[config.mk]
export PLATFORM = sky130hd
export DESIGN_NAME = axil_reg_bridge
export DESIGN_NICKNAME = d
export VERILOG_FILES = /design/src/rtl/axil_reg_bridge.sv
export SDC_FILE = /design/constraint.sdc
export NUM_CORES = 1
export LEC_CHECK = 0
export ABC_AREA = 1
export CAP_MARGIN = 30
export CORE_AREA = 2 2 286 288
export DETAILED_ROUTE_END_ITERATION = 8
export DIE_AREA = 0 0 288 290
export DONT_BUFFER_PORTS = 1
export HOLD_SLACK_MARGIN = 0.08
export MAX_ROUTING_LAYER = met4
export PLACE_DENSITY = 0.3
export SETUP_SLACK_MARGIN = 0.15
export SLEW_MARGIN = 40
export SYNTH_ARGS = -nofsm -noshare
export SYNTH_HDL_FRONTEND = slang
export SYNTH_SLANG_ARGS = --single-unit
[constraint.sdc]
create_clock -name S_AXI_ACLK -period 6 [get_ports S_AXI_ACLK]
set_input_delay 0.6 -clock S_AXI_ACLK [delete_from_list [all_inputs] [get_ports S_AXI_ACLK]]
set_output_delay 0.6 -clock S_AXI_ACLK [all_outputs]
set_load 0.005 [all_outputs]
[src/rtl/axil_reg_bridge.sv]
// axil_reg_bridge
// AXI4-Lite slave that turns bus accesses into per-register byte-write
// strobes, read strobes and read-data capture for a register block.
// Write and read channels are independent FSMs, one transaction each.
// Optional feature macro: AXIL_REG_BRIDGE_SLVERR_EN
//   defined   -> out-of-range accesses answer SLVERR, reads return 32'hDEAD_BEEF
//   undefined -> out-of-range accesses answer OKAY, reads return 0,
//                writes are dropped
module axil_reg_bridge #(
  parameter int FPGA_REGISTER_N    = 16,
  parameter int C_S_AXI_DATA_WIDTH = 32,
  parameter int C_S_AXI_ADDR_WIDTH = 11
) (
  input  logic                                                    S_AXI_ACLK,
  input  logic                                                    S_AXI_ARESETN,
  // write address channel
  input  logic [C_S_AXI_ADDR_WIDTH-1:0]                           S_AXI_AWADDR,
  input  logic [2:0]                                              S_AXI_AWPROT,
  input  logic                                                    S_AXI_AWVALID,
  output logic                                                    S_AXI_AWREADY,
  // write data channel
  input  logic [C_S_AXI_DATA_WIDTH-1:0]                           S_AXI_WDATA,
  input  logic [C_S_AXI_DATA_WIDTH/8-1:0]                         S_AXI_WSTRB,
  input  logic                                                    S_AXI_WVALID,
  output logic                                                    S_AXI_WREADY,
  // write response channel
  output logic [1:0]                                              S_AXI_BRESP,
  output logic                                                    S_AXI_BVALID,
  input  logic                                                    S_AXI_BREADY,
  // read address channel
  input  logic [C_S_AXI_ADDR_WIDTH-1:0]                           S_AXI_ARADDR,
  input  logic [2:0]                                              S_AXI_ARPROT,
  input  logic                                                    S_AXI_ARVALID,
  output logic                                                    S_AXI_ARREADY,
  // read data channel
  output logic [C_S_AXI_DATA_WIDTH-1:0]                           S_AXI_RDATA,
  output logic [1:0]                                              S_AXI_RRESP,
  output logic                                                    S_AXI_RVALID,
  input  logic                                                    S_AXI_RREADY,
  // register block side
  output logic [C_S_AXI_DATA_WIDTH-1:0]                           reg_wrdout,
  output logic [FPGA_REGISTER_N-1:0][C_S_AXI_DATA_WIDTH/8-1:0]    reg_wrByteStrobe,
  output logic [FPGA_REGISTER_N-1:0]                              reg_rdStrobe,
  input  logic [FPGA_REGISTER_N-1:0][C_S_AXI_DATA_WIDTH-1:0]      reg_rddin
);

  localparam int IDX_W  = C_S_AXI_ADDR_WIDTH - 2;
  localparam int STRB_W = C_S_AXI_DATA_WIDTH / 8;

  localparam logic [1:0] RESP_OKAY = 2'b00;
`ifdef AXIL_REG_BRIDGE_SLVERR_EN
  localparam logic [1:0]                    OOR_RESP  = 2'b10;
  localparam logic [C_S_AXI_DATA_WIDTH-1:0] OOR_RDATA = C_S_AXI_DATA_WIDTH'(32'hDEAD_BEEF);
`else
  localparam logic [1:0]                    OOR_RESP  = 2'b00;
  localparam logic [C_S_AXI_DATA_WIDTH-1:0] OOR_RDATA = C_S_AXI_DATA_WIDTH'(32'h0000_0000);
`endif

  typedef enum logic [1:0] {
    W_IDLE   = 2'd0,
    W_STROBE = 2'd1,
    W_RESP   = 2'd2
  } w_state_t;

  typedef enum logic [1:0] {
    R_IDLE   = 2'd0,
    R_STROBE = 2'd1,
    R_DATA   = 2'd2
  } r_state_t;

  // True when a word index addresses an implemented register.
  function automatic logic idx_in_range(input logic [IDX_W-1:0] idx);
    return (int'(idx) < FPGA_REGISTER_N);
  endfunction

  // ------------------------------------------------------------------
  // Reset: asserts asynchronously, releases synchronously to the clock
  // ------------------------------------------------------------------
  logic [1:0] rst_sync_r;
  logic       rst_n_s;

  // Two-flop reset-release synchroniser.
  always_ff @(posedge S_AXI_ACLK or negedge S_AXI_ARESETN) begin
    if (!S_AXI_ARESETN) begin
      rst_sync_r <= 2'b00;
    end else begin
      rst_sync_r <= {rst_sync_r[0], 1'b1};
    end
  end

  assign rst_n_s = rst_sync_r[1];

  // Protection bits and the byte offset inside a word carry no meaning here.
  logic unused_s;
  assign unused_s = ^{S_AXI_AWPROT, S_AXI_ARPROT, S_AXI_AWADDR[1:0], S_AXI_ARADDR[1:0]};

  // ------------------------------------------------------------------
  // Write channel
  // ------------------------------------------------------------------
  w_state_t                                w_state_r, w_state_s;
  logic                                    aw_held_r, aw_held_s;
  logic                                    w_held_r, w_held_s;
  logic [IDX_W-1:0]                        aw_idx_r, aw_idx_s;
  logic [C_S_AXI_DATA_WIDTH-1:0]           wdata_r, wdata_s;
  logic [STRB_W-1:0]                       wstrb_r, wstrb_s;
  logic                                    awready_r, awready_s;
  logic                                    wready_r, wready_s;
  logic                                    bvalid_r, bvalid_s;
  logic [1:0]                              bresp_r, bresp_s;
  logic [C_S_AXI_DATA_WIDTH-1:0]           wrdout_r, wrdout_s;
  logic [FPGA_REGISTER_N-1:0][STRB_W-1:0]  wr_strobe_r, wr_strobe_s;
  logic                                    aw_hs_s, w_hs_s;

  // Write FSM next state, capture of AW/W and next values of all write outputs.
  always_comb begin
    w_state_s   = w_state_r;
    aw_held_s   = aw_held_r;
    w_held_s    = w_held_r;
    aw_idx_s    = aw_idx_r;
    wdata_s     = wdata_r;
    wstrb_s     = wstrb_r;
    awready_s   = awready_r;
    wready_s    = wready_r;
    bvalid_s    = bvalid_r;
    bresp_s     = bresp_r;
    wrdout_s    = wrdout_r;
    wr_strobe_s = '0;
    aw_hs_s     = S_AXI_AWVALID && awready_r;
    w_hs_s      = S_AXI_WVALID && wready_r;

    case (w_state_r)
      W_IDLE: begin
        if (aw_hs_s) begin
          aw_held_s = 1'b1;
          aw_idx_s  = S_AXI_AWADDR[C_S_AXI_ADDR_WIDTH-1:2];
        end else begin
          aw_held_s = aw_held_r;
        end
        if (w_hs_s) begin
          w_held_s = 1'b1;
          wdata_s  = S_AXI_WDATA;
          wstrb_s  = S_AXI_WSTRB;
        end else begin
          w_held_s = w_held_r;
        end
        if (aw_held_s && w_held_s) begin
          // Both halves present: fire the byte strobes next cycle.
          w_state_s = W_STROBE;
          aw_held_s = 1'b0;
          w_held_s  = 1'b0;
          awready_s = 1'b0;
          wready_s  = 1'b0;
          wrdout_s  = wdata_s;
          for (int i = 0; i < FPGA_REGISTER_N; i++) begin
            if (aw_idx_s == IDX_W'(i)) begin
              wr_strobe_s[i] = wstrb_s;
            end else begin
              wr_strobe_s[i] = {STRB_W{1'b0}};
            end
          end
        end else begin
          awready_s = !aw_held_s;
          wready_s  = !w_held_s;
        end
      end
      W_STROBE: begin
        w_state_s = W_RESP;
        bvalid_s  = 1'b1;
        if (idx_in_range(aw_idx_r)) begin
          bresp_s = RESP_OKAY;
        end else begin
          bresp_s = OOR_RESP;
        end
      end
      W_RESP: begin
        if (S_AXI_BREADY && bvalid_r) begin
          w_state_s = W_IDLE;
          bvalid_s  = 1'b0;
          bresp_s   = RESP_OKAY;
          awready_s = 1'b1;
          wready_s  = 1'b1;
        end else begin
          w_state_s = W_RESP;
        end
      end
      default: begin
        w_state_s = W_IDLE;
        aw_held_s = 1'b0;
        w_held_s  = 1'b0;
        awready_s = 1'b0;
        wready_s  = 1'b0;
        bvalid_s  = 1'b0;
        bresp_s   = RESP_OKAY;
      end
    endcase
  end

  // Write FSM state register.
  always_ff @(posedge S_AXI_ACLK or negedge rst_n_s) begin
    if (!rst_n_s) begin
      w_state_r <= W_IDLE;
    end else begin
      w_state_r <= w_state_s;
    end
  end

  // Write channel capture and registered outputs.
  always_ff @(posedge S_AXI_ACLK or negedge rst_n_s) begin
    if (!rst_n_s) begin
      aw_held_r   <= 1'b0;
      w_held_r    <= 1'b0;
      aw_idx_r    <= {IDX_W{1'b0}};
      wdata_r     <= {C_S_AXI_DATA_WIDTH{1'b0}};
      wstrb_r     <= {STRB_W{1'b0}};
      awready_r   <= 1'b0;
      wready_r    <= 1'b0;
      bvalid_r    <= 1'b0;
      bresp_r     <= 2'b00;
      wrdout_r    <= {C_S_AXI_DATA_WIDTH{1'b0}};
      wr_strobe_r <= '0;
    end else begin
      aw_held_r   <= aw_held_s;
      w_held_r    <= w_held_s;
      aw_idx_r    <= aw_idx_s;
      wdata_r     <= wdata_s;
      wstrb_r     <= wstrb_s;
      awready_r   <= awready_s;
      wready_r    <= wready_s;
      bvalid_r    <= bvalid_s;
      bresp_r     <= bresp_s;
      wrdout_r    <= wrdout_s;
      wr_strobe_r <= wr_strobe_s;
    end
  end

  // ------------------------------------------------------------------
  // Read channel
  // ------------------------------------------------------------------
  r_state_t                      r_state_r, r_state_s;
  logic [IDX_W-1:0]              ar_idx_r, ar_idx_s;
  logic                          arready_r, arready_s;
  logic                          rvalid_r, rvalid_s;
  logic [1:0]                    rresp_r, rresp_s;
  logic [C_S_AXI_DATA_WIDTH-1:0] rdata_r, rdata_s;
  logic [FPGA_REGISTER_N-1:0]    rd_strobe_r, rd_strobe_s;
  logic [C_S_AXI_DATA_WIDTH-1:0] rd_mux_s;

  // Selects the read value of the register latched for the current read.
  always_comb begin
    rd_mux_s = {C_S_AXI_DATA_WIDTH{1'b0}};
    for (int i = 0; i < FPGA_REGISTER_N; i++) begin
      if (ar_idx_r == IDX_W'(i)) begin
        rd_mux_s = reg_rddin[i];
      end else begin
        rd_mux_s = rd_mux_s;
      end
    end
  end

  // Read FSM next state and next values of all read outputs.
  always_comb begin
    r_state_s   = r_state_r;
    ar_idx_s    = ar_idx_r;
    arready_s   = arready_r;
    rvalid_s    = rvalid_r;
    rresp_s     = rresp_r;
    rdata_s     = rdata_r;
    rd_strobe_s = {FPGA_REGISTER_N{1'b0}};

    case (r_state_r)
      R_IDLE: begin
        if (S_AXI_ARVALID && arready_r) begin
          r_state_s = R_STROBE;
          ar_idx_s  = S_AXI_ARADDR[C_S_AXI_ADDR_WIDTH-1:2];
          arready_s = 1'b0;
          for (int i = 0; i < FPGA_REGISTER_N; i++) begin
            rd_strobe_s[i] = (ar_idx_s == IDX_W'(i));
          end
        end else begin
          arready_s = 1'b1;
        end
      end
      R_STROBE: begin
        // Capture the register value presented during the strobe cycle.
        r_state_s = R_DATA;
        rvalid_s  = 1'b1;
        if (idx_in_range(ar_idx_r)) begin
          rdata_s = rd_mux_s;
          rresp_s = RESP_OKAY;
        end else begin
          rdata_s = OOR_RDATA;
          rresp_s = OOR_RESP;
        end
      end
      R_DATA: begin
        if (S_AXI_RREADY && rvalid_r) begin
          r_state_s = R_IDLE;
          rvalid_s  = 1'b0;
          rresp_s   = RESP_OKAY;
          arready_s = 1'b1;
        end else begin
          r_state_s = R_DATA;
        end
      end
      default: begin
        r_state_s = R_IDLE;
        arready_s = 1'b0;
        rvalid_s  = 1'b0;
        rresp_s   = RESP_OKAY;
      end
    endcase
  end

  // Read FSM state register.
  always_ff @(posedge S_AXI_ACLK or negedge rst_n_s) begin
    if (!rst_n_s) begin
      r_state_r <= R_IDLE;
    end else begin
      r_state_r <= r_state_s;
    end
  end

  // Read channel capture and registered outputs.
  always_ff @(posedge S_AXI_ACLK or negedge rst_n_s) begin
    if (!rst_n_s) begin
      ar_idx_r    <= {IDX_W{1'b0}};
      arready_r   <= 1'b0;
      rvalid_r    <= 1'b0;
      rresp_r     <= 2'b00;
      rdata_r     <= {C_S_AXI_DATA_WIDTH{1'b0}};
      rd_strobe_r <= {FPGA_REGISTER_N{1'b0}};
    end else begin
      ar_idx_r    <= ar_idx_s;
      arready_r   <= arready_s;
      rvalid_r    <= rvalid_s;
      rresp_r     <= rresp_s;
      rdata_r     <= rdata_s;
      rd_strobe_r <= rd_strobe_s;
    end
  end

  // ------------------------------------------------------------------
  // Outputs
  // ------------------------------------------------------------------
  assign S_AXI_AWREADY    = awready_r;
  assign S_AXI_WREADY     = wready_r;
  assign S_AXI_BVALID     = bvalid_r;
  assign S_AXI_BRESP      = bresp_r;
  assign S_AXI_ARREADY    = arready_r;
  assign S_AXI_RVALID     = rvalid_r;
  assign S_AXI_RRESP      = rresp_r;
  assign S_AXI_RDATA      = rdata_r;
  assign reg_wrdout       = wrdout_r;
  assign reg_wrByteStrobe = wr_strobe_r;
  assign reg_rdStrobe     = rd_strobe_r;

endmodule

==> results by stage, run 1 <==
Global routing:
- The via count of the first global-routing pass is 13291.
- The overall track demand over capacity in global routing is 0.184.
- For this run the aggregate overflow at the end of global routing stands at 0.
- The first global-routing pass estimated 106000 um of wire.
- Entering global routing, the biggest net connects 78 pins.
- For this run, global-route usage on met2 was measured as 0.323.
- The routing usage on met1 is 0.198.
- The global-route met3 utilization is 0.0493.
- The busiest layer in global routing is met2.
- The number of antenna violations at the first check in global routing is 22.

Drt:
- The via count is between 10000 and 15000.
- The number of iterations in the first detailed-routing pass is 5.
- The DRC violation total after the first TritonRoute iteration is 864.
- After detailed routing, the number of remaining DRC violations is 0.
- The post-detailed-route wirelength per cell is 26.5 um.
- The number of nets with antenna violations after detailed routing is 0.
- The number of vias per cell is 4.36.
- The final routed wirelength across all metal layers is 77900 um.

Power and ir drop:
- Of the total power, the share spent switching nets is 0.416.
- The clock network fraction of design power is 0.270.
- The switching power is 2.14 mW.
- The maximum VDD drop is roughly 0.22 mV.
- The share of total power dissipated in combinational logic is 0.348.
- Power spread over the standard cell area amounts to roughly 350 nW/um2.
- The leakage power summed over all cells is 6.97 nW.
- The total internal power is 2.99 mW.
- The share of power burned in registers is 0.382.

Floorplanning:
- The floorplan step defined a die boundary enclosing between 80000 and 90000 um2.
- Pin placement for this block handled 736 I/O pins.
- Measured along the x axis, the die boundary spans 288 um.
- The region available for standard cell placement spans 80200 um2.
- The initial utilization of the core area, before any placement, comes to 0.160.
- From bottom edge to top edge, the die measures 290 um.
- The initialized floorplan defines 104 standard-cell rows.

Cells and area:
- The area added between synthesis and finish is 16.2%.
- In the final design database the tool counted between 2000 and 2500 nets.
- Summing all multi-input logic gate instances after layout gives ~6300 um2.
- In the final layout, the share of cells above drive strength 1 is 0.0897.
- In the layout the commonest cells are nand2_1 (554), nor2_1 (247), inv_1 (215).
- The count of filler cells inserted in the layout is 9258.
- The most common cell after layout, fill and taps aside is nand2_1.
- The sequential cells in the finished layout cover a total of 5280 um2.
- The cell area after layout is 14900 um2.

Timing:
- Setup repair after global routing left no endpoint under its margin.
- Of the available clock period, the critical path in the final layout requires 0.636.
- The worst clock skew on the final layout is roughly 0.011 ns.
- Timing would allow up to 262 MHz.
- Setup violations remaining at the end of the flow were counted as 0.
- The final-layout setup total negative slack is 0 ns.
- The worst path in the final design needs a cycle of 3.82 ns, including I/O delays and setup.
- At the pin with the least slew margin, the transition time is 0.942 ns.
- The number of pins with negative max-slew slack in the final report came to 0.
- Measured against its own limit, the worst slew margin works out to 0.370.
- The final hold violation count is 0.

Setup path:
- Setup slack on the worst reg-to-reg path comes out at 2.18 ns.
- STA classifies the critical path startpoint as a flip-flop.
- The arrival time of data at the critical path endpoint is 4.24 ns.
- The maximum fanout along the worst path is 75.
- The endpoint kind of the worst setup timing path is a flip-flop.
- The type of the worst setup path is reg -> reg.
- For the worst setup path, the data required time is 6.42 ns.

CTS:
- The sink count of the clock tree is 211.
- The total number of H-tree levels is 1.
- At the later pin of the worst-skew pair, clock insertion delay measures 0.53 ns.
- In this run the deepest clock path goes through 3 buffers.
- Clock-pin slew was measured on the worst setup and hold paths at 0.06 ns.
- TritonCTS created 23 clock buffers.
- Buffers inserted to repair hold after CTS numbered 1.
- The cell sitting at the root of the clock tree is a clkbuf_16.
- The TritonCTS clock tree is done.
- Buffers added to address setup during post-CTS repair amount to 0.
- Gates resized during post-CTS repair numbered 0.

Synthesis:
- The cell type with the highest aggregate area in the netlist is dfrtp_1.
- The flip-flop and latch count after synthesis is 211.
- The distinct cell type count after synthesis is 35.
- In this run the cell area of the synthesized design comes to 12800 um2.
- Of the post-synthesis cell area, the dominant cell type holds 0.413.
- The mean post-synth cell area is 6.81 um2.
- For this run, the register share of the synthesized area comes to 0.413.
- Ranked by total cell area, the synthesized netlist is headed by dfrtp_1 (41%), nand2_1 (16%), nor2_1 (7.6%), inv_1 (6.3%), nand4_1 (5.8%).
- The count of synthesis-stage warnings from yosys is 0.
- The post-synthesis instance total is around 1900.

Placed design:
- The final weighted congestion in routability-driven placement is ~0.94.
- Buffers placed on the I/O ports in this run total 0.
- The sum of net half-perimeters after detailed placement is 64000 um.
- The post-place instance area is 14100 um2.

Run:
- Max-cap violations in this run came to 0.

Hold path:
- The worst hold path belongs to the class in -> reg.

Outcome:
- The flow ran to the end, and the final reports show no timing, DRC or antenna violations.
-- power by group through the flow --
stage	clock [mW]	sequential, mW	combinational [mW]
6_report	1.38	1.96	1.79
3_3_place_gp	0	2.00	1.77
2_1_floorplan	0	1.91	1.23
3_5_place_dp	0	2.00	1.82
5_1_grt	1.50	2.01	2.06
4_1_cts	1.45	1.97	1.83
-- worst paths after layout --
kind,start,end,cells past startpoint
min reg2reg,rst_sync_r[1],S_AXI_ARREADY,0
max,ar_idx_r[4],S_AXI_RDATA[29],17
min,S_AXI_ARADDR[2],reg_rdStrobe[14],1
max reg2reg,ar_idx_r[4],S_AXI_RDATA[29],17
min in group asynchronous,rst_sync_r[1],S_AXI_ARREADY,0
max in group asynchronous,rst_sync_r[1],S_AXI_RDATA[19],2
-- metrics by stage --
stage	instances	hold slack (ns)	power [mW]	worst slack (ns)	utilization
floorplan	1882	0.304	3.14	2.53	-
global placement	2874	0.305	3.77	2.32	0.174
detailed placement	2880	0.305	3.82	2.25	0.176
CTS	2921	0.105	5.25	2.22	0.185
global route	2937	0.109	5.57	1.86	0.185
finish	2941	0.143	5.13	2.18	0.185
-- state kept, by name (all words and copies together), names as in the netlist, 2 cells and up --
name              cells
r_state_r             2
ar_idx_r              9
w_state_r             2
reg_rdStrobe         16
wstrb_r               4
aw_idx_r              9
wdata_r              32
rst_sync_r            2
reg_wrByteStrobe     64
reg_wrdout           32
S_AXI_RDATA          32
-- cell families (layout without fill, tap and decap cells) --
logic type,count (synthesis),in the layout,share of synthesized area
multiplexers,37,37,0.0321
other,2,25,0.000587
buffers and inverters,320,299,0.0998
AND/OR/NAND/NOR,1130,1130,0.382
adder cells (fa/ha/maj),3,3,0.00294
AO/OA/AOI/OAI,176,176,0.0699
flip-flops,211,211,0.413
-- per-layer routing --
metal	up-vias	share of wire
met5	-	0
met4	0	0.033
met3	99	0.077
met2	582	0.51
met1	6207	0.38
li1	5936	-
-- cell usage after synthesis, drive strengths merged --
| cell type | number |
|---|---|
| o22ai | 3 |
| o2111ai | 1 |
| ha | 3 |
| mux2i | 5 |
| nand3 | 131 |
| conb | 2 |
| and2 | 1 |
| nor3b | 1 |
| nor3 | 15 |
| a221oi | 1 |
| or2 | 19 |
| clkinv | 2 |
| dfrtp | 211 |
| o21ai | 125 |
| a21oi | 45 |
| nand3b | 1 |
| a31oi | 1 |
| nor2 | 272 |
| nand2 | 565 |
| buf | 44 |
| inv | 228 |
| clkbuf | 46 |
| nor4 | 7 |
| mux2 | 32 |
| nand4 | 118 |
-- critical path, cell delays in order (launching register included) --
cell	delay, ns
dfrtp_1	0.40
nor2_1	0.14
nand2_1	0.15
nor2_8	0.20
buf_4	0.64
nand2_1	0.14
nor2_2	0.39
nand2_1	0.10
nand2_1	0.09
nand4_1	0.08
nand2_1	0.07
nand3_1	0.09
nor2_1	0.72
nand3_1	0.16
nand2_1	0.13
nand3_1	0.07
nand2_1	0.07
nand2_1	0.05
-- layout make-up --
type | count | area share
repair buffers | 29 | 0.0207
well taps | 1060 | 0.0893
multi-input cells | 1351 | 0.425
flip-flops and latches | 211 | 0.356
clock inverters | 8 | 0.00531
clock buffers | 32 | 0.0424
inverters | 230 | 0.0581
diodes | 20 | 0.00337
Note: power is estimated with default switching activity, not from simulation.
==> run 2: changes to the inputs <==
--- a/config.mk
+++ b/config.mk
@@ -7,9 +7,9 @@
 export LEC_CHECK = 0
 export ABC_AREA = 1
 export CAP_MARGIN = 30
-export CORE_AREA = 2 2 286 288
+export CORE_AREA = 2 2 287 289
 export DETAILED_ROUTE_END_ITERATION = 8
-export DIE_AREA = 0 0 288 290
+export DIE_AREA = 0 0 289 291
 export DONT_BUFFER_PORTS = 1
 export HOLD_SLACK_MARGIN = 0.08
 export MAX_ROUTING_LAYER = met4
==> constraint.sdc (replaced) <==
create_clock -name S_AXI_ACLK -period 3.75 [get_ports S_AXI_ACLK]
set_input_delay 0.375 -clock S_AXI_ACLK [delete_from_list [all_inputs] [get_ports S_AXI_ACLK]]
set_output_delay 0.375 -clock S_AXI_ACLK [all_outputs]
set_load 0.005 [all_outputs]
==> run 2 against run 1 <==
Final cell count rose by 3.1%. Clock-buffer cell count fell by 2. Clock power rose by 79%. Non-clock buffer count rose by 94. Register-to-register slack got worse by 2.0 ns. First-iteration DRC count fell by 1.2%. Via count rose by 2.5%. Maximum frequency rose by 8.2%. Setup slack got worse by 2.0 ns. Hold slack got worse by 0.063 ns. Highest routed layer unchanged.
==> results by stage, run 2 (synthesized netlist as in run 1, its figures left out) <==
Timing:
- The top achievable clock speed is 284 MHz.
- The final critical-path setup slack is 0.224 ns.
- The final count of negative-setup-slack endpoints is 0.
- Measured against its own limit, the worst slew margin works out to 0.447.
- After routing, the total negative slack on setup checks comes to 0 ns.
- Of the available clock period, the critical path in the final layout requires 0.940.
- Across the routed clock network, the largest skew measured is 0.0111 ns.
- The number of pins with negative max-slew slack in the final report is 0.
- The minimum period implied by the final worst setup slack is 3.53 ns.
- The final hold violation count is 0.
- For the pin with the worst max-slew slack, the measured transition is 0.829 ns.
- Setup repair after global routing left no endpoint under its margin.

Global routing:
- The global-route wire length before repair is 105000 um.
- Across every metal layer, demand over resource in global routing totals 0.182.
- The via count of the first global-routing pass is 13236.
- The total congestion overflow is 0.
- The pin count of the biggest net entering global routing is 75.
- The number of antenna violations at the first check in global routing is 12.

CTS:
- The clock buffer count from CTS is 24.
- At the later pin of the worst-skew pair, clock insertion delay measures 0.54 ns.
- The total number of H-tree levels is 1.
- The TritonCTS clock tree is done.
- In this run the deepest clock path goes through 3 buffers.
- The CTS clock-pin slew for the worst setup and hold paths is approximately 0.060 ns.
- The sink count of the clock tree is 211.
- The root buffer cell chosen for the clock tree is clkbuf_16.

Placed design:
- At the placement stage, the worst setup path has a slack of about 0.48 ns.
- After legalization and detailed placement, the total HPWL measured 64300 um.
- During placement, the flow inserted port buffers numbering 0.
- After detailed placement, the design holds a cell count of 2915.
- The final weighted congestion in routability-driven placement is 1.02.

Cells and area:
- The most common cell after layout, fill and taps aside is nand2_1.
- At the end of the flow the core is filled with cells to 0.195.
- The share of post-route cells with drive strength above 1 is 0.104.
- In the final design database the tool counted 2527 nets.
- The library cells used most frequently in the layout, excluding fill and tap cells, are nand2_1 (556), nor2_1 (250), inv_1 (213).
- The register with the most flip-flops in the layout has 64 of them.
- After filler insertion, the fill cell instance count of the layout stands at 9296.
- The area added between synthesis and finish is 23.7%.
- Leaving out filler cells and counting taps, the final layout contains between 3000 and 4000.

Run:
- Across the run, the number of max-cap violations was 0.

Setup path:
- The cell with the largest stage delay on the worst path is dlygate4sd3_1.
- The type of the worst setup path is reg -> reg.
- For this run, the slowest stage of the critical path takes ~0.54 ns.
- Of all nets on the critical path, the largest fanout is 15.
- STA classifies the critical path startpoint as a flip-flop.
- Data on the critical path arrives at its endpoint at 3.95 ns.
- STA classifies the critical path endpoint as a flip-flop.
- The minimum setup slack among reg-to-reg paths is 0.22 ns.
- The critical path data required time is 4.18 ns.
- The critical path goes through inv_1, nand2_1, nor2_4, buf_4, nand3_1, nand4_1, nor2_1, nand4_1, nand2_1, nand4_1, nor2_1, nand3_1, nand2_1, dlygate4sd3_1, nand2_1.
- The cell that appears most often on the critical path is nand2_1.

Drt:
- The number of nets with antenna violations after detailed routing is 0.
- The number of iterations in the first detailed-routing pass is 5.
- The final routed wirelength across all metal layers is 78300 um.
- In the routed design, unresolved DRC markers number 0.
- The routed design uses 39700 um of met2 wire.
- The highest metal layer carrying signal wires in the routed design is met4.
- Summing over every cut layer, the via total after detailed routing is approximately 13000.
- After the first detailed-routing iteration, the DRC count stood at 854.
- For this block, wires on met1 add up to 30200 um.
- The number of vias per cell is 4.33.
- Detailed routing placed a total of 5820 um of wire on met3.
- After detailed routing, the average wire length per cell comes to between 20 and 30 um.

Floorplanning:
- The die height is 291 um.
- The count of boundary I/O pins is between 700 and 800.
- The floorplan has 105 rows.
- The die covers 84100 um2.
- The floorplan step set the die width to approximately 290 um.
- For this configuration, the core starts out at a cell density of 0.158.
- The floorplan step defined a core boundary enclosing 81200 um2.

Power and ir drop:
- The total design power is 8.62 mW.
- In this run the power density over the cells is 545 nW/um2.
- The leakage power summed over all cells is between 7 and 8 nW.
- The maximum VDD drop is 0.252 mV.

Outcome:
- The flow ran to the end, and the final reports show no timing, DRC or antenna violations.

Hold path:
- The tightest min-delay check is of the in -> reg type.
[run 2: repair_timing]
action,4_1_cts,5_1_grt
hold buffers,62,0
buffers inserted,0,7
endpoints found under the hold margin,59,0
endpoints found under the setup margin,0,4
resized for setup,0,6
[run 2: stage by stage]
stage               area, um2  hold WS (ns)
detailed placement      14200        0.0795
global route            15800        0.0941
CTS                     15700        0.0801
global placement        14200        0.0795
finish                  15800        0.0804
floorplan               12800        0.0794
[run 2: report_power, final]
group          internal [mW]  switching (mW)  total [mW]
registers               2.77           0.365        3.13
logic                  0.900            2.11        3.01
clock network           1.48           0.995        2.47
[run 2: final cells by class]
class	instances	area (um2)	share of cell area
Sequential cell	211	5280	0.334
Timing Repair Buffer	123	1150	0.0729
Antenna cell	7	17.5	0.00111
Clock buffer	30	673	0.0426
Inverter	230	873	0.0552
Multi-Input combinational cell	1351	6330	0.400
Tap cell	1070	1340	0.0847
Clock inverter	11	148	0.00934
[run 2: final timing paths]
| path | endpoint | cells after the start | startpoint |
|---|---|---|---|
| setup / recovery | S_AXI_RDATA[12] | 15 | ar_idx_r[3] |
| hold / removal | reg_rdStrobe[2] | 3 | S_AXI_ARADDR[8] |
| setup reg to reg | S_AXI_RDATA[12] | 15 | ar_idx_r[3] |
| hold reg to reg | reg_wrdout[21] | 0 | rst_sync_r[1] |
| max in group asynchronous | reg_wrByteStrobe[10] | 2 | rst_sync_r[1] |
| min in group asynchronous | reg_wrdout[21] | 0 | rst_sync_r[1] |
[run 2: layer usage]
layer	global-route usage	up-vias
li1	-	6114
met1	0.205	6290
met2	0.321	634
met3	0.0378	104
met4	0.0581	0
met5	-	-
[run 2: critical path: cells and delay by family, from the launching register on]
family / cells / cell delay, ns
AND/OR/NAND/NOR: 12 / 2.03
buffers and inverters: 3 / 0.86
flip-flops: 1 / 0.49
